$ cat src/rtl/led_matrix_scanner_if.sv
// Frame transfer bus for led_matrix_scanner.
// The producer (master) offers a red/green frame pair with frameValid.
// The scanner (slave) returns frameReady.
//   redFrame   : red pixels, pixel(r,c) = bit r*COLS+c
//   greenFrame : green pixels, same layout
//   frameValid : producer offers a frame
//   frameReady : scanner pending buffer is empty
interface led_matrix_scanner_if #(
  parameter int unsigned ROWS = 8,
  parameter int unsigned COLS = 8
);
  logic [ROWS*COLS-1:0] redFrame;
  logic [ROWS*COLS-1:0] greenFrame;
  logic                 frameValid;
  logic                 frameReady;

  modport master (output redFrame, output greenFrame, output frameValid, input frameReady);
  modport slave  (input redFrame, input greenFrame, input frameValid, output frameReady);
endinterface

$ cat src/rtl/led_matrix_scanner.sv
// Double-buffered bicolour LED-matrix row scanner.
// Each row gets a slot of DWELL cycles. The first BLANK cycles of a slot
// are dark to suppress ghosting. New frames land in a pending buffer and
// are swapped into the display buffer only at a frame boundary.
// Optional feature macro: BRIGHTNESS_PWM_EN adds a 4-bit brightness port
// that PWMs the column drivers in 16 subslots of the DRIVE phase.
// Ports:
//   clk, reset_n : clock, asynchronous active-low reset
//   frameBus     : frame handshake (led_matrix_scanner_if.slave)
//   mode         : 00 red, 01 green, 10 both, 11 blank
//   brightness   : global brightness (BRIGHTNESS_PWM_EN only)
//   rowSink      : one-hot row select, polarity set by ROW_ACTIVE_LOW
//   redDriver    : red column drive, 1 = lit
//   greenDriver  : green column drive, 1 = lit
//   frameStart   : pulse in the first output cycle of row 0
module led_matrix_scanner #(
  parameter int unsigned ROWS           = 8,
  parameter int unsigned COLS           = 8,
  parameter int unsigned DWELL          = 32768,
  parameter int unsigned BLANK          = 64,
  parameter int unsigned ROW_ACTIVE_LOW = 1
) (
  input  logic                clk,
  input  logic                reset_n,
  led_matrix_scanner_if.slave frameBus,
  input  logic [1:0]          mode,
`ifdef BRIGHTNESS_PWM_EN
  input  logic [3:0]          brightness,
`endif
  output logic [ROWS-1:0]     rowSink,
  output logic [COLS-1:0]     redDriver,
  output logic [COLS-1:0]     greenDriver,
  output logic                frameStart
);

  localparam int unsigned PIX   = ROWS * COLS;
  localparam int unsigned CNT_W = (DWELL > 1) ? $clog2(DWELL) : 1;
  localparam int unsigned ROW_W = (ROWS > 1) ? $clog2(ROWS) : 1;
  // Level of every row pin when no row is selected.
  localparam logic [ROWS-1:0] ROWS_OFF = {ROWS{(ROW_ACTIVE_LOW != 0)}};

  logic [CNT_W-1:0] slotCnt;
  logic [ROW_W-1:0] rowIdx;
  logic [PIX-1:0]   dispRed;
  logic [PIX-1:0]   dispGreen;
  logic [PIX-1:0]   pendRed;
  logic [PIX-1:0]   pendGreen;
  logic             pendFull;

  logic             slotEnd;
  logic             frameEnd;
  logic             inBlank;
  logic             take;
  logic             drvOn;
  logic [ROWS-1:0]  rowSel;
  logic [COLS-1:0]  redRow;
  logic [COLS-1:0]  greenRow;
  logic [ROWS-1:0]  rowSinkNxt;
  logic [COLS-1:0]  redNxt;
  logic [COLS-1:0]  greenNxt;

  // Slot timing and handshake qualifiers.
  always_comb begin
    slotEnd  = (slotCnt == CNT_W'(DWELL - 1));
    frameEnd = slotEnd && (rowIdx == ROW_W'(ROWS - 1));
    inBlank  = (slotCnt < CNT_W'(BLANK));
    take     = frameBus.frameValid && frameBus.frameReady;
  end

  // Decode the current row and pick its pixels from the display buffer.
  always_comb begin
    rowSel   = '0;
    redRow   = '0;
    greenRow = '0;
    for (int r = 0; r < ROWS; r++) begin
      if (rowIdx == ROW_W'(r)) begin
        rowSel[r] = 1'b1;
        redRow    = dispRed[r*COLS +: COLS];
        greenRow  = dispGreen[r*COLS +: COLS];
      end
    end
  end

`ifdef BRIGHTNESS_PWM_EN
  localparam int unsigned SUB   = (DWELL - BLANK) / 16;
  localparam int unsigned SUB_W = (SUB > 1) ? $clog2(SUB) : 1;

  logic [SUB_W-1:0] subCnt;
  logic [3:0]       subIdx;
  logic [3:0]       bLat;

  // Subslot tracker; brightness is frozen for the whole slot.
  always_ff @(posedge clk or negedge reset_n) begin
    if (!reset_n) begin
      subCnt <= '0;
      subIdx <= '0;
      bLat   <= '0;
    end else begin
      if (slotCnt == '0) bLat <= brightness;
      if (inBlank) begin
        subCnt <= '0;
        subIdx <= '0;
      end else if (subCnt == SUB_W'(SUB - 1)) begin
        subCnt <= '0;
        subIdx <= subIdx + 4'd1;
      end else begin
        subCnt <= subCnt + SUB_W'(1);
      end
    end
  end

  assign drvOn = !inBlank && (subIdx < bLat);
`else
  assign drvOn = !inBlank;
`endif

  // Next output values; XOR with ROWS_OFF applies the row polarity.
  always_comb begin
    rowSinkNxt = ROWS_OFF;
    redNxt     = '0;
    greenNxt   = '0;
    if (!inBlank) rowSinkNxt = ROWS_OFF ^ rowSel;
    if (drvOn) begin
      redNxt   = (mode == 2'b00 || mode == 2'b10) ? redRow : '0;
      greenNxt = (mode == 2'b01 || mode == 2'b10) ? greenRow : '0;
    end
  end

  // Scan counters, frame buffers and registered outputs.
  always_ff @(posedge clk or negedge reset_n) begin
    if (!reset_n) begin
      slotCnt             <= '0;
      rowIdx              <= '0;
      dispRed             <= '0;
      dispGreen           <= '0;
      pendRed             <= '0;
      pendGreen           <= '0;
      pendFull            <= 1'b0;
      frameBus.frameReady <= 1'b1;
      rowSink             <= ROWS_OFF;
      redDriver           <= '0;
      greenDriver         <= '0;
      frameStart          <= 1'b0;
    end else begin
      if (slotEnd) begin
        slotCnt <= '0;
        rowIdx  <= (rowIdx == ROW_W'(ROWS - 1)) ? '0 : rowIdx + ROW_W'(1);
      end else begin
        slotCnt <= slotCnt + CNT_W'(1);
      end

      // Ready is low while pending is full, so swap and take never coincide.
      if (frameEnd && pendFull) begin
        dispRed             <= pendRed;
        dispGreen           <= pendGreen;
        pendFull            <= 1'b0;
        frameBus.frameReady <= 1'b1;
      end else if (take) begin
        pendRed             <= frameBus.redFrame;
        pendGreen           <= frameBus.greenFrame;
        pendFull            <= 1'b1;
        frameBus.frameReady <= 1'b0;
      end

      rowSink     <= rowSinkNxt;
      redDriver   <= redNxt;
      greenDriver <= greenNxt;
      frameStart  <= (slotCnt == '0) && (rowIdx == '0);
    end
  end

endmodule

$ cat src/flat_wrapper.sv
// flat-port wrapper written by rule: the top's interface ports become plain ports
module led_matrix_scanner_flat 
#(
  parameter int unsigned ROWS           = 8,
  parameter int unsigned COLS           = 8,
  parameter int unsigned DWELL          = 32768,
  parameter int unsigned BLANK          = 64,
  parameter int unsigned ROW_ACTIVE_LOW = 1
)
  (clk, reset_n, mode, rowSink, redDriver, greenDriver, frameStart, frameBus_redFrame, frameBus_greenFrame, frameBus_frameValid, frameBus_frameReady);
  led_matrix_scanner_if #(.ROWS(ROWS), .COLS(COLS)) frameBus_i ();
  input  logic clk;
  input  logic reset_n;
  input  logic [1:0] mode;
  output logic [ROWS-1:0] rowSink;
  output logic [COLS-1:0] redDriver;
  output logic [COLS-1:0] greenDriver;
  output logic frameStart;
  input wire logic [$bits(frameBus_i.redFrame)-1:0] frameBus_redFrame;
  input wire logic [$bits(frameBus_i.greenFrame)-1:0] frameBus_greenFrame;
  input wire logic [$bits(frameBus_i.frameValid)-1:0] frameBus_frameValid;
  output wire logic [$bits(frameBus_i.frameReady)-1:0] frameBus_frameReady;
  assign frameBus_i.redFrame = frameBus_redFrame;
  assign frameBus_i.greenFrame = frameBus_greenFrame;
  assign frameBus_i.frameValid = frameBus_frameValid;
  assign frameBus_frameReady = frameBus_i.frameReady;
  led_matrix_scanner #(.ROWS(ROWS), .COLS(COLS), .DWELL(DWELL), .BLANK(BLANK), .ROW_ACTIVE_LOW(ROW_ACTIVE_LOW)) u_core (.clk(clk), .reset_n(reset_n), .frameBus(frameBus_i), .mode(mode), .rowSink(rowSink), .redDriver(redDriver), .greenDriver(greenDriver), .frameStart(frameStart));
endmodule
$ cat config.mk
export PLATFORM = sky130hd
export DESIGN_NAME = led_matrix_scanner_flat
export DESIGN_NICKNAME = d
export VERILOG_FILES = /design/src/rtl/led_matrix_scanner_if.sv /design/src/rtl/led_matrix_scanner.sv /design/src/flat_wrapper.sv
export SDC_FILE = /design/constraint.sdc
export NUM_CORES = 1
export LEC_CHECK = 0
export ABC_CLOCK_PERIOD_IN_PS = 2100
export CORE_ASPECT_RATIO = 0.75
export CORE_MARGIN = 2
export CORE_UTILIZATION = 46
export DETAILED_ROUTE_END_ITERATION = 12
export HOLD_SLACK_MARGIN = 0.06
export PLACE_DENSITY = 0.68
export SLEW_MARGIN = 25
export SYNTH_ARGS = -nofsm -noshare
export SYNTH_HDL_FRONTEND = slang
export SYNTH_SLANG_ARGS = --single-unit
$ cat constraint.sdc
create_clock -name clk -period 2.1 [get_ports clk]
set_input_delay 0.42 -clock clk [delete_from_list [all_inputs] [get_ports clk]]
set_output_delay 0.42 -clock clk [all_outputs]
set_load 0.01 [all_outputs]
# Word-level counts from Yosys, hierarchy flattened
# Index checks and enable logic that the tools add are counted.
word_totals:
  ff_bits: 301
  latch_bits: 0
  mem_bits_rw: 0
  rom_bits: 0
  input_bits: 133
  output_inout_bits: 26
  wordCells: 73
  memories: 0
classes:
  addsub: 2
  n_mul: 0
  n_div: 0
  n_lt_le_gt_ge: 1
  n_eq_ne: 10
  shifts: 0
  mux: 35
  bitwise: 2
  n_reduce_logical: 11
op_table:
  columns: ["op", "n"]
  rows:
  - ["$mux 8", 21]
  - ["$add 15x1->15 const B", 1]
  - ["$eq 15x15->1 const B", 1]
  - ["$logic_not 15->1", 1]
  - ["$lt 15x7->1 const B", 1]
  - ["$mux 15", 1]
  - ["$eq 3x3->1 const B", 4]
  - ["$mux 1", 12]
  - ["$not 8->8", 1]
  - ["$eq 3x2->1 const B", 2]
  - ["$logic_and 1x1->1", 4]
  - ["$add 3x1->3 const B", 1]
  - ["$eq 3x1->1 const B", 1]
  - ["$logic_not 3->1", 1]
  - ["$mux 3", 1]
  - ["$eq 2x1->1 const B", 1]
  - ["$eq 2x2->1 const B", 1]
  - ["$logic_not 2->1", 1]
  - ["$logic_or 1x1->1", 2]
  - ["$reduce_and 2->1", 1]
  - ["$reduce_bool 2->1", 1]
  - ["$not 1->1", 1]

# Longest topological paths before layout
# Gate-level depths: netlist of run 1.
depth:
  ltp_word: 11
  mapped_depth: 9
  depth_no_buf: 6

# Worst setup path before layout of run 1
# OpenSTA, ideal clock, no wires.
synth_path:
  kind: "reg2reg"
  start: "register u_core.rowIdx[0]"
  end: "register u_core.pendGreen[0]"
  t_arrival_ns: 2.150
  required_time_ns: 1.975
  setup_slack_ns: -0.175
  stages_incl_launch_ff: 10
  n_path_buf: 3
  cell_sequence: "dfrtp_1 ha_1 ha_1 nand4_1 or4_1 buf_2 and3_4 buf_6 buf_6 mux2_4"
synth_via:
  elab_chain_len: 5
synth_rtl:
  columns: ["element", "line", "source"]
  rows:
  - ["start: declaration", "led_matrix_scanner.sv:43", "logic [ROW_W-1:0] rowIdx;"]
  - ["start signal: assignment", "led_matrix_scanner.sv:147", "rowIdx <= (rowIdx == ROW_W'(ROWS - 1)) ? '0 : rowIdx + ROW_W'(1);"]
  - ["$eq 3x3->1", "led_matrix_scanner.sv:65", "frameEnd = slotEnd && (rowIdx == ROW_W'(ROWS - 1));"]
  - ["$logic_and 1x1->1", "led_matrix_scanner.sv:65", null]
  - ["$logic_and 1x1->1", "led_matrix_scanner.sv:153", "if (frameEnd && pendFull) begin"]
  - ["$not 1->1 (no line)", null, null]
  - ["$reduce_and 2->1 (no line)", null, null]
  - ["end signal: assignment", "led_matrix_scanner.sv:160", "pendGreen <= frameBus.greenFrame;"]
  - ["end: declaration", "led_matrix_scanner.sv:47", "logic [PIX-1:0] pendGreen;"]
# No other way between the ends.
# A chain may end at the register's enable or synchronous reset.

# Worst setup path in the final report of run 1
layout_path:
  start: "register u_core.rowIdx[1]"
  end: "register u_core.pendGreen[22]"
# Same word-level chain as after synthesis.

==> flow_summary.toml, run 1 <==
[logic_synthesis]
syn_area_per_cell_sq_um = 11.3
synth-edff-count = 0
synthCells = 1136
synth.yosys.seq_area_share_pct = 58.8
synth_area_sq_um = 12800
async_reset_ff_share_pct = 100
ys_types = 40
synth_warnings = 0
synth_seq_cells = 301
ys.flop_type = "dfrtp_1"
synth_fp_nets = 1279

[power]
ir_worst_vdd_v = 0.000597
powerDensity_nw_per_um2 = 753
power_w = 0.0129
p_leak_nw = 8.13

[setup_path]
cp.arrival_ns = 2.69
crit_chain = "ha_4 -> ha_4 -> nand4_1 -> or4_4 -> and3_4 -> clkbuf_16 -> mux2_4"
cpMostUsedCell = "ha_4"
crit_family = "simple AND/OR/NAND/NOR gates"
critPathKind = "reg -> reg"
cp.required_ns = 2.53
slowest_stage = "or4_4"
path_buf_inv = 1
path_max_fanout = 10
startpoint_type = "flop"
cp-end-kind = "flop"
slowest_delay_ns = 0.51

[timing]
drv_slew = 0
hold_viol_final = 0
layout_setup_ws_ns = -0.162
rsz0062_at_grt = "yes"
finalClockSkew_ns = 0.0100
worst_pin_slew_ns = 0.458
setup_violations = 200
timing.final.crit_period_ns = 2.26
fmax_ghz = 0.442
post-route-period-util_pct = 108
maxSlewHeadroom_pct = 69.4
fin_hold_ws_ns = 0.336

[die]
rows = 52
die-area_sq_um = 29300
core_area_sq_um = 27200
ios = 159
die_w_um = 197
start_util_pct = 47.2
die_y_um = 149

[final_layout]
finalNetCount = 1500
drive_gt1_share_pct = 24.8
mostFrequentLayoutCell = "nand2_1"
n_fill_cell = 2124
layout_common_cells = "nand2_1 (390), dfrtp_1 (292), clkdlybuf4s50_1 (156)"
n_antenna_cell = 0
fin_util_pct = 63.0
multi_input_area_sq_um = 5260
fin_area_sq_um = 17100
seqCellArea_sq_um = 7540
instances_no_fill = 1732
syn_to_final_growth_pct = 33.6

[detailed_routing]
route.detailed.drc = 0
wire_per_inst_um = 20.3
drt_wl_total_um = 35200
vias = 9462
vias_per_cell = 5.46
drt_iter0_markers = 860
antenna_left = 0
dr.pass1.iters = 7

[cts]
cts_made_buffers = 30
clk_pin_slew_worst_paths_ns = 0.07
cts_tree = "done"
clock-sinks = 301
clk_path_buf_depth = 3
insertion_delay_ns = 0.55
htree_levels = 1
root_buffer = "clkbuf_16"

[global_route]
antenna_found_initial = 0
grt_pass1_wl_um = 52300
track_usage_pct = 22.8
overflow = 0
grt_max_degree = 75
grt_pass1_vias = 9340

[placement]
port_buffers = 158
dp.cells = 1656
gp_congestion = 0.828
hpwl_um = 22800
post_dp_cell_area_sq_um = 15300

[hold_path]
min_path_type = "in -> async"

[outcome]
violations = "negative setup slack"
status = "finished with violations"

[flow_run]
maxCapViolations = 0
==> cells by family (layout without fill, tap and decap cells) <==
logic type	after synthesis	count (layout)	share of synthesized area (%)
flops	301	301	58.8
fa+ha+maj	10	10	0.975
mux	131	131	14.4
buf+inv	88	331	3.41
compound gates	120	120	6.85
simple gates	473	475	14.7
xor+xnor	13	13	0.887
==> worst reg2reg max path, cell delays in order (launching register included) <==
cell       delay (ns)
dfrtp_1          0.41
ha_4             0.18
ha_4             0.12
nand4_1          0.10
or4_4            0.51
and3_4           0.31
clkbuf_16        0.21
mux2_4           0.30
==> cell type report <==
class | instances | area share [%]
Inverter | 18 | 0.394
Sequential cell | 301 | 44.0
Clock inverter | 12 | 1.12
Timing Repair Buffer | 257 | 16.1
Tap cell | 351 | 2.56
Clock buffer | 44 | 5.16
Multi-Input combinational cell | 749 | 30.7
==> Yosys cell counts, types with 9 or more instances <==
master	instances	share of area (%)
nand2_1	390	11
dfrtp_1	292	57
mux2_4	100	12
clkbuf_1	53	1.6
o21ai_0	35	1.4
a221oi_1	31	2.1
nor2_1	31	0.91
mux2_1	20	1.8
nor3_1	20	0.78
a21oi_1	19	0.74
inv_1	17	0.50
o221a_2	15	1.3
o221ai_1	15	1.0
buf_6	14	1.2
ha_1	10	0.97
nand3_1	10	0.39
dfstp_2	9	1.8
mux2_2	9	0.79
xnor2_1	9	0.61
==> where the power goes <==
group,total [W],switching (W),internal (W)
logic,0.000841,0.000253,0.000588
registers,0.00629,0.000202,0.00609
clock network,0.00577,0.00225,0.00353
total,0.0129,0.00270,0.0102
==> routing by layer <==
layer | share of wire [%] | global-route usage [%] | up-vias
li1 | - | - | 4292
met1 | 48 | 36.0 | 4744
met2 | 43 | 32.9 | 367
met3 | 7.0 | 3.74 | 59
met4 | 2.1 | 5.41 | 0
met5 | 0 | 0 | -
==> what timing repair did <==
item	4_1_cts	5_1_grt
endpoints found under the setup margin	202	216
setup buffers	0	6
pin swaps	0	10
hold buffers	1	0
hold endpoints to repair	37	0
cloned	0	13
resized for setup	9	73
==> flip-flops by register name (all words and copies together) (netlist names), 8 cells and up <==
register            cells
u_core.pendRed         64
u_core.dispRed         64
u_core.redDriver        8
u_core.slotCnt         15
u_core.greenDriver      8
u_core.pendGreen       64
u_core.dispGreen       64
u_core.rowSink          8
==> worst paths after layout <==
check                                                   end  slack, ns                      startpoint  cells past startpoint
setup / recovery           u_core.pendGreen[22]$_DFFE_PN0P_      -0.16    u_core.rowIdx[1]$_DFFE_PN0N_                      7
hold / removal               u_core.dispRed[33]$_DFFE_PN0P_       0.34                         reset_n                      2
setup reg to reg           u_core.pendGreen[22]$_DFFE_PN0P_      -0.16    u_core.rowIdx[1]$_DFFE_PN0N_                      7
hold reg to reg              u_core.dispRed[11]$_DFFE_PN0P_       0.46  u_core.pendRed[11]$_DFFE_PN0P_                      2
max in group asynchronous       u_core.rowSink[6]$_DFF_PN1_       1.02                         reset_n                      3
min in group clk             u_core.dispRed[11]$_DFFE_PN0P_       0.46  u_core.pendRed[11]$_DFFE_PN0P_                      2
==> stage by stage <==
step / setup TNS [ns] / setup WS (ns)
floorplan: -19.11 / -0.162
CTS: -17.08 / -0.129
finish: -21.69 / -0.162
detailed placement: -15.71 / -0.349
global placement: -10.79 / -0.298
global route: -28.69 / -0.184
Note: power is estimated with default switching activity, not from simulation.
==> inputs of run 2 (changes only) <==
--- a/config.mk
+++ b/config.mk
@@ -5,6 +5,7 @@
 export SDC_FILE = /design/constraint.sdc
 export NUM_CORES = 1
 export LEC_CHECK = 0
+export ABC_AREA = 1
 export ABC_CLOCK_PERIOD_IN_PS = 2100
 export CORE_ASPECT_RATIO = 0.75
 export CORE_MARGIN = 2
==> run 2 against run 1 <==
Net effect: the run now ends clean; die area is 0.13% higher; critical path depth increased by 3; clock-buffer cell count down 1; total power down 3.4%; register-to-register slack better by 0.21 ns; clock skew about the same; cell area down 4.1%; largest power group unchanged.
==> flow_summary.toml, run 2 <==
[cts]
insertion_delay_ns = 0.54
htree_levels = 1
clk_pin_slew_worst_paths_ns = 0.06
clock-sinks = 301
clk_path_buf_depth = 3
root_buffer = "clkbuf_16"
cts_made_buffers = 29
cts_tree = "done"

[final_layout]
n_antenna_cell = 0
multi_input_area_sq_um = 4210
drive_gt1_share_pct = 8.79
syn_to_final_growth_pct = 28.0
fin_util_pct = 60.5
n_fill_cell = 2311
seqCellArea_sq_um = 7540
mostFrequentLayoutCell = "nand2_1"
layout_common_cells = "nand2_1 (298), dfrtp_1 (292), inv_1 (208)"
finalNetCount = 1804

[die]
die_w_um = 197
ios = 159
start_util_pct = 47.2
rows = 52
core_area_sq_um = 27200
die_y_um = 149
die-area_sq_um = 29300

[logic_synthesis]
synth.yosys.seq_area_share_pct = 58.7
synthCells = 1493
synth_fp_nets = 1636
async_reset_ff_share_pct = 100
synth-edff-count = 0
synthAdderAreaFrac_pct = 0.974
synth_area_leaders = "dfrtp_1 (57%), nand2_1 (8.8%), inv_1 (6.2%)"
ys.flop_type = "dfrtp_1"
yosysMostFrequentCell = "nand2_1"
syn_area_per_cell_sq_um = 8.61
ys_types = 29
synth_compound_area_share_pct = 11.5
yosys.area.top_type = "dfrtp_1"
synth-xor-area-share_pct = 0.682
synth_seq_cells = 301
yosys-top-cells-count = "nand2_1 (300), dfrtp_1 (292), inv_1 (211)"
synth_warnings = 0
synth_top_family_by_area = "simple AND/OR/NAND/NOR gates"
synth.top_cell.area_share_pct = 56.9
synth_area_sq_um = 12800
synthSimpleGateAreaFrac_pct = 18.4
synth_mux_area_share_pct = 0.0779

[detailed_routing]
route.detailed.drc = 0
wire_per_inst_um = 16.0
antenna_left = 0
drt_wl_total_um = 32500
dr.pass1.iters = 5
drt_iter0_markers = 773
vias_per_cell = 4.96
vias = 10100

[global_route]
antenna_found_initial = 0
grt_max_degree = 130
track_usage_pct = 20.9
overflow = 0
grt_pass1_vias = 9544
grt_pass1_wl_um = 48900

[power]
ir_worst_vdd_v = 0.000631
powerDensity_nw_per_um2 = 758
p_leak_nw = 8.22

[setup_path]
path_max_fanout = 65
cp-end-kind = "flop"
cp.arrival_ns = 2.49
cp.required_ns = 2.54
critPathKind = "reg -> reg"
startpoint_type = "flop"

[timing]
drv_slew = 0
hold_viol_final = 0
setup_violations = 0
post-route-period-util_pct = 97.8
timing.final.crit_period_ns = 2.05
fmax_ghz = 0.487
fin_hold_ws_ns = 0.394
rsz0062_at_grt = "yes"
layout_setup_ws_ns = 0.0462
worst_pin_slew_ns = 0.462
maxSlewHeadroom_pct = 69.2
tns_ns = 0
finalClockSkew_ns = 0.0101

[placement]
port_buffers = 158
place_ws_ns = -0.136
gp_congestion = 0.827
hpwl_um = 20400

[hold_path]
min_path_type = "in -> async"

[flow_run]
maxCapViolations = 0

[outcome]
status = "finished, final reports clean"
==> run 2: cell types whose count changed in the layout (fill, tap and decap cells not counted), sizes merged, moves of 14 or more <==
cell / delta
nand3: +62
a21oi: +126
o21ai: +114
mux2: -129
nor3: -15
buf: -43
nor2: +151
o221ai: -15
nand2: -86
or2: +14
a221oi: -31
inv: +194
o221a: -15
==> run 2: layout make-up <==
cell class | count | area share [%]
Multi-Input combinational cell | 901 | 25.6
Tap cell | 351 | 2.67
Clock inverter | 10 | 0.958
Sequential cell | 301 | 45.9
Inverter | 215 | 4.95
Timing Repair Buffer | 213 | 14.7
Clock buffer | 43 | 5.28
==> run 2: through the flow <==
| step | area (sq um) | cells | total power, W |
|---|---|---|---|
| CTS | 16000 | 2013 | 0.0126 |
| global placement | 14900 | 1958 | 0.00700 |
| detailed placement | 14900 | 1958 | 0.00704 |
| floorplan | 12800 | 1493 | 0.00652 |
| finish | 16400 | 2034 | 0.0125 |
| global route | 16400 | 2034 | 0.0129 |
==> run 2: final timing paths <==
kind,start,endpoint,slack [ns],cells past startpoint
worst max-delay path,u_core.slotCnt[0]$_DFF_PN0_,u_core.dispGreen[7]$_DFFE_PN0P_,0.05,10
worst min-delay path,reset_n,u_core.slotCnt[2]$_DFF_PN0_,0.39,2
worst max register to register,u_core.slotCnt[0]$_DFF_PN0_,u_core.dispGreen[7]$_DFFE_PN0P_,0.05,10
worst min register to register,u_core.dispGreen[27]$_DFFE_PN0P_,u_core.dispGreen[27]$_DFFE_PN0P_,0.48,2
max in group asynchronous,reset_n,u_core.pendGreen[32]$_DFFE_PN0P_,0.94,3
min in group clk,frameBus_redFrame[42],u_core.pendRed[42]$_DFFE_PN0P_,0.45,3
==> run 2: layer usage <==
layer  track usage, %  share of wire (%)
met5                0                  0
met4             3.76                1.3
met3             4.05                5.9
met2             32.1                 45
met1             31.2                 48
==> run 2: timing repair <==
item	4_1_cts	5_1_grt
pin swaps	0	4
endpoints found under the hold margin	44	0
gates cloned	1	10
gates resized for setup	3	31
endpoints found under the setup margin	131	268
buffers inserted	0	11
hold buffers	1	0
==> run 2: cell families (layout without fill, tap and decap cells) <==
kind of cell | count (synthesis) | count (layout)
simple gates | 582 | 585
compound gates | 295 | 295
flops | 301 | 301
mux | 1 | 1
buf+inv | 294 | 481
xor+xnor | 10 | 10
fa+ha+maj | 10 | 10
==> run 2: where the power goes <==
group | total (W) | internal, W | switching (W)
registers | 0.00616 | 0.00608 | 0.0000747
clock network | 0.00553 | 0.00334 | 0.00219
logic | 0.000768 | 0.000366 | 0.000402
total | 0.0125 | 0.00979 | 0.00267
==> run 2: worst max-delay path: stages (launching register included) <==
cell and delay (ns):
dfrtp_1 0.42, ha_4 0.17, nand3_4 0.09, nor2_4 0.16, nand3b_4 0.11, nor2_4 0.15
nand3_4 0.09, buf_4 0.15, buf_12 0.12, buf_16 0.17, o21ai_0 0.26
==> inputs of run 3 (changes only) <==
--- a/config.mk
+++ b/config.mk
@@ -12,7 +12,7 @@
 export CORE_UTILIZATION = 46
 export DETAILED_ROUTE_END_ITERATION = 12
 export HOLD_SLACK_MARGIN = 0.06
-export PLACE_DENSITY = 0.68
+export PLACE_DENSITY_LB_ADDON = 0.05
 export SLEW_MARGIN = 25
 export SYNTH_ARGS = -nofsm -noshare
 export SYNTH_HDL_FRONTEND = slang
==> run 3 against run 2 <==
Net effect: core utilization down 1.3 points; sequential cell count unchanged; highest routed layer unchanged; combinational power down 2%; clock power down 3.6%; non-clock buffer count down 15; sequential share of layout area up 0.98 points; routed wire length down 3.8%.
==> flow_summary.toml, run 3 (synthesis results as in run 2) <==
[outcome]
status = "finished, final reports clean"

[detailed_routing]
wl_met1_um = 15800
dr.pass1.iters = 5
wl_met2_um = 13100
wire_per_inst_um = 15.4
routed.top_layer = "met4"
route.detailed.drc = 0
drt_iter0_markers = 723
route.met3.wl_um = 1670
vias = 9852
antenna_left = 0
drt_wl_total_um = 31200
vias_per_cell = 4.87

[setup_path]
cp-end-kind = "primary output"
critPathKind = "reg -> out"
slowest_stage = "dfstp_2"
cp.arrival_ns = 1.64
crit_chain = "clkdlybuf4s50_1"
cp.required_ns = 1.68
startpoint_type = "flop"
rrSetupSlack_ns = 0.15
path_max_fanout = 1
path_buf_inv = 1
slowest_delay_ns = 0.55
crit_family = "flip-flops"

[timing]
timing.final.crit_period_ns = 2.06
fmax_ghz = 0.487
finalClockSkew_ns = 0.0153
layout_setup_ws_ns = 0.0448
setup_violations = 0
worst_pin_slew_ns = 0.659
hold_viol_final = 0
maxSlewHeadroom_pct = 55.9
post-route-period-util_pct = 97.9
rsz0062_at_grt = "yes"
drv_slew = 0

[placement]
gp_congestion = 0.809
port_buffers = 158
hpwl_um = 21000
post_dp_cell_area_sq_um = 14900
place_ws_ns = -0.0551

[cts]
htree_levels = 1
clk_path_buf_depth = 3
clk_pin_slew_worst_paths_ns = 0.06
insertion_delay_ns = 0.56
root_buffer = "clkbuf_16"
cts_tree = "done"
cts_made_buffers = 31
clock-sinks = 301

[final_layout]
n_fill_cell = 2469
syn_to_final_growth_pct = 25.3
layout_common_cells = "nand2_1 (300), dfrtp_1 (292), inv_1 (211)"
multi_input_area_sq_um = 4150
seqCellArea_sq_um = 7540
drive_gt1_share_pct = 7.89
finalNetCount = 1790
mostFrequentLayoutCell = "nand2_1"
n_antenna_cell = 0
fin_area_sq_um = 16100

[global_route]
grt_max_degree = 95
grt_pass1_vias = 9424
antenna_found_initial = 0
grt_pass1_wl_um = 49200
track_usage_pct = 21.1
overflow = 0

[die]
start_util_pct = 47.2
die-area_sq_um = 29300
core_area_sq_um = 27200
die_w_um = 197
die_y_um = 149
rows = 52
ios = 159

[power]
powerDensity_nw_per_um2 = 760
ir_worst_vdd_v = 0.000631
p_leak_nw = 8.08
power_w = 0.0122

[hold_path]
min_path_type = "in -> async"

[flow_run]
maxCapViolations = 0
run 3: cell count changes in the layout (fill, tap and decap cells not counted), moves of 3 or more:
| cell | delta |
|---|---|
| clkbuf_8 | -4 |
| bufinv_16 | -3 |
| clkbuf_16 | -3 |
| clkinv_2 | +7 |
| buf_4 | -7 |
| nand2_8 | -3 |
| inv_1 | +3 |
run 3: cell type report:
type / count / area share [%]
Sequential cell: 301 / 46.8
Multi-Input combinational cell: 900 / 25.7
Timing Repair Buffer: 198 / 13.5
Clock buffer: 40 / 5.34
Inverter: 215 / 5.01
Tap cell: 351 / 2.73
Clock inverter: 18 / 0.831
run 3: power breakdown:
| group | leakage, nW | switching (W) | internal, W | total [W] |
|---|---|---|---|---|
| sequential | 3.73 | 0.0000723 | 0.00609 | 0.00616 |
| clock | 0.493 | 0.00231 | 0.00302 | 0.00533 |
| combinational | 3.86 | 0.000390 | 0.000363 | 0.000754 |
| total | 8.08 | 0.00277 | 0.00947 | 0.0122 |
run 3: repair_timing:
action                                  in CTS  in global routing
buffers inserted                             0                  1
endpoints found under the setup margin      41                107
cloned                                       0                  4
hold buffers                                 1                  0
gates resized for setup                      6                 12
pin swaps                                    0                  1
hold endpoints to repair                    46                  0
run 3: final timing paths:
| kind | cells past startpoint | to | from |
|---|---|---|---|
| max reg2reg | 11 | u_core.pendRed[23]$_DFFE_PN0P_ | u_core.slotCnt[1]$_DFF_PN0_ |
| max | 1 | rowSink[5] | u_core.rowSink[5]$_DFF_PN1_ |
| min reg2reg | 2 | u_core.dispGreen[26]$_DFFE_PN0P_ | u_core.dispGreen[26]$_DFFE_PN0P_ |
| max in group asynchronous | 3 | u_core.dispRed[20]$_DFFE_PN0P_ | reset_n |
| min | 2 | u_core.pendGreen[5]$_DFFE_PN0P_ | reset_n |
| min in group clk | 3 | u_core.pendRed[29]$_DFFE_PN0P_ | frameBus_redFrame[29] |
run 3: routing by layer:
metal  GRT usage, %  vias up
met3           3.48       45
met2           31.0      192
met4           4.74        0
li1               -     4944
met1           32.9     4671
met5              0        -
run 3: per-stage QoR:
stage / setup TNS, ns / util [%] / hold WS, ns / instances
floorplan: 0 / - / 0.124 / 1493
finish: 0 / 59.2 / 0.401 / 2023
global placement: 0 / 54.9 / 0.387 / 1959
global route: -0.0219 / 59.2 / 0.432 / 2023
detailed placement: -0.794 / 54.9 / 0.387 / 1959
CTS: 0 / 58.7 / 0.394 / 2018
==> RTL change (config.mk and constraints of run 2) <==
`ROWS` is set to 8 in 3 places; all go to 16.
--- a/src/rtl/led_matrix_scanner_if.sv
+++ b/src/rtl/led_matrix_scanner_if.sv
@@ -7,5 +7,5 @@
 //   frameReady : scanner pending buffer is empty
 interface led_matrix_scanner_if #(
-  parameter int unsigned ROWS = 8,
+  parameter int unsigned ROWS = 16,
   parameter int unsigned COLS = 8
 );
--- a/src/rtl/led_matrix_scanner.sv
+++ b/src/rtl/led_matrix_scanner.sv
@@ -15,5 +15,5 @@
 //   frameStart   : pulse in the first output cycle of row 0
 module led_matrix_scanner #(
-  parameter int unsigned ROWS           = 8,
+  parameter int unsigned ROWS           = 16,
   parameter int unsigned COLS           = 8,
   parameter int unsigned DWELL          = 32768,
--- a/src/flat_wrapper.sv
+++ b/src/flat_wrapper.sv
@@ -2,5 +2,5 @@
 module led_matrix_scanner_flat 
 #(
-  parameter int unsigned ROWS           = 8,
+  parameter int unsigned ROWS           = 16,
   parameter int unsigned COLS           = 8,
   parameter int unsigned DWELL          = 32768,
Interface: changed (resized frameBus_greenFrame, frameBus_redFrame and rowSink); port bits go from 159 to 295. The function was not compared with the original's and may differ.
==> RTL change against run 2 <==
- the flow now finishes with violations (setup timing)
- largest power group unchanged
- power increased by 92%
- sequential power grew 90%
- design area increased by 99%
- routed wire length rose by 130%
- first-iteration DRC count up 120%
- area after synthesis grew 85%
- count of clock-buffer cells in the layout increased by 37
- sequential cell count rose by 265
- clock power increased by 93%
- critical path type unchanged
- setup slack lost 500 ps
==> RTL change: results (changes against run 2) <==
metric;value;unit;change
cell family with most CP delay;simple AND/OR/NAND/NOR gates;;
Final GP Congestion;0.8814;;+6.5%
Clock Skews;25.01;ps;+14.95 ps
register area share after synthesis;0.5971;;+0.01004
Critical Path End;u_core.pendRed[127];;
asr flop ratio synth;1.000;;unchanged
Setup violations, final;535;;+535
H-tree depth;2;;+1
setup TNS;-170730;ps;-170730 ps
CTS Buf Count;55;;+90%
drt via density;5.225;;+5.3%
max_slew headroom;0.5468;;-0.1451
port bufs;294;;+86%
met1 WL;32340;um;+110%
hold_ws;343.1;ps;-50.73 ps
Clock Latency Late Sink;630;ps;+90 ps
cell taking the most area after synthesis;dfrtp_1;;
syn nets;2979;;+82%
Static Leak;16.28;nW;+98%
Pre-antenna DRT Iters;6;;+1
Hold WC Path Type;in2async;;
CTS Root Cell;clkbuf_16;;
Slowest-stage cell, CP;dfrtp_1;;
Peak VDD IR;0.0005664;V;-10%
initial antenna violation count;2;;+2
placed cell count;3677;;+88%
failing checks;setup timing;;
Startpoint Class;register;;
hpwl dp;48130;um;+140%
critical path startpoint;u_core.slotCnt[0];;
WL met3;5514;um;+190%
pre-CTS setup slack;-647.8;ps;-512.1 ps
syn avg cell area;8.766;um2;+1.9%
crit-path max FO;19;;-71%
Synth top cells by count;nand2_1 (657), dfrtp_1 (549), nor2_1 (325);;
aggregate global-route resource usage;0.2609;;+0.05218
Iter 0 DRT Violations;1716;;+120%
Area after DPL;0.02854;mm2;+92%
vias in the first global route;20060;;+110%
Non-Filler Instances;3861;;+90%
top cells by area, synth;dfrtp_1 (58%), nand2_1 (10%), a21oi_1 (5.2%);;
synth unique cells;33;;+14%
pin count of the biggest net entering global routing;112;;-14%
share of layout cells above drive strength 1;0.1942;;+0.1062
outcome;finished, violations left;;
final worst setup slack;-450.2;ps;-496.3 ps
nets@finish;3415;;+89%
met2 WL;34170;um;+130%
first-pass GRT wire length;109100;um;+120%
DRT Wirelength;73700;um;+130%
Syn. warnings;0;;unchanged
Reg2Reg Depth;14;;+4
Worst R2R Start;u_core.slotCnt[0];;
Crit path largest cell delay;350;ps;-70 ps
-- RTL change: cell count changes in the layout (fill, tap and decap cells not counted), sizes merged, moves of 104 or more --
cell           before  now
nand2             304  657
dfrtp             292  549
buf                48  214
nor2              182  327
clkdlybuf4s50     157  293
a21oi             145  249
-- RTL change: logic make-up after synthesis --
group / count (synthesis) / synth area share
xor gates and xnor gates: 7 / 0.002581
DFF: 566 / 0.5971
and+or+nand+nor: 1133 / 0.1907
adders and majority gates: 8 / 0.004214
AOI/OAI and AO/OA: 490 / 0.1034
muxes: 55 / 0.02607
buffers and inverters: 451 / 0.07600
-- RTL change: final cells by class --
class / count / area [um2]
antenna: 2 / 5.005
clock buffer: 80 / 1642
clock inverter: 24 / 321.6
fill: 4060 / 18510
inverter: 303 / 1150
multi-input combinational: 1693 / 8723
sequential: 566 / 14190
tap: 666 / 833.3
timing repair buffer: 527 / 5886
-- RTL change: what timing repair did --
item,in CTS,in global routing
resized for setup,188,113
cloned,7,24
hold endpoints to repair,54,0
endpoints found under the setup margin,539,549
setup buffers,26,21
pin swaps,39,26
hold buffers,1,0
-- RTL change: where the power goes --
| group | switching [mW] | internal, mW | leakage, nW |
|---|---|---|---|
| Sequential | 0.209 | 11.5 | 7.06 |
| Combinational | 0.841 | 0.792 | 8.25 |
| Clock | 4.36 | 6.30 | 0.967 |
| Total | 5.41 | 18.6 | 16.3 |
-- RTL change: metal layers --
layer / GRT usage / vias to the layer above
met5: 0 / -
met2: 0.3986 / 660
met3: 0.05999 / 102
met4: 0.07745 / 0
met1: 0.3729 / 10030
li1: - / 9386
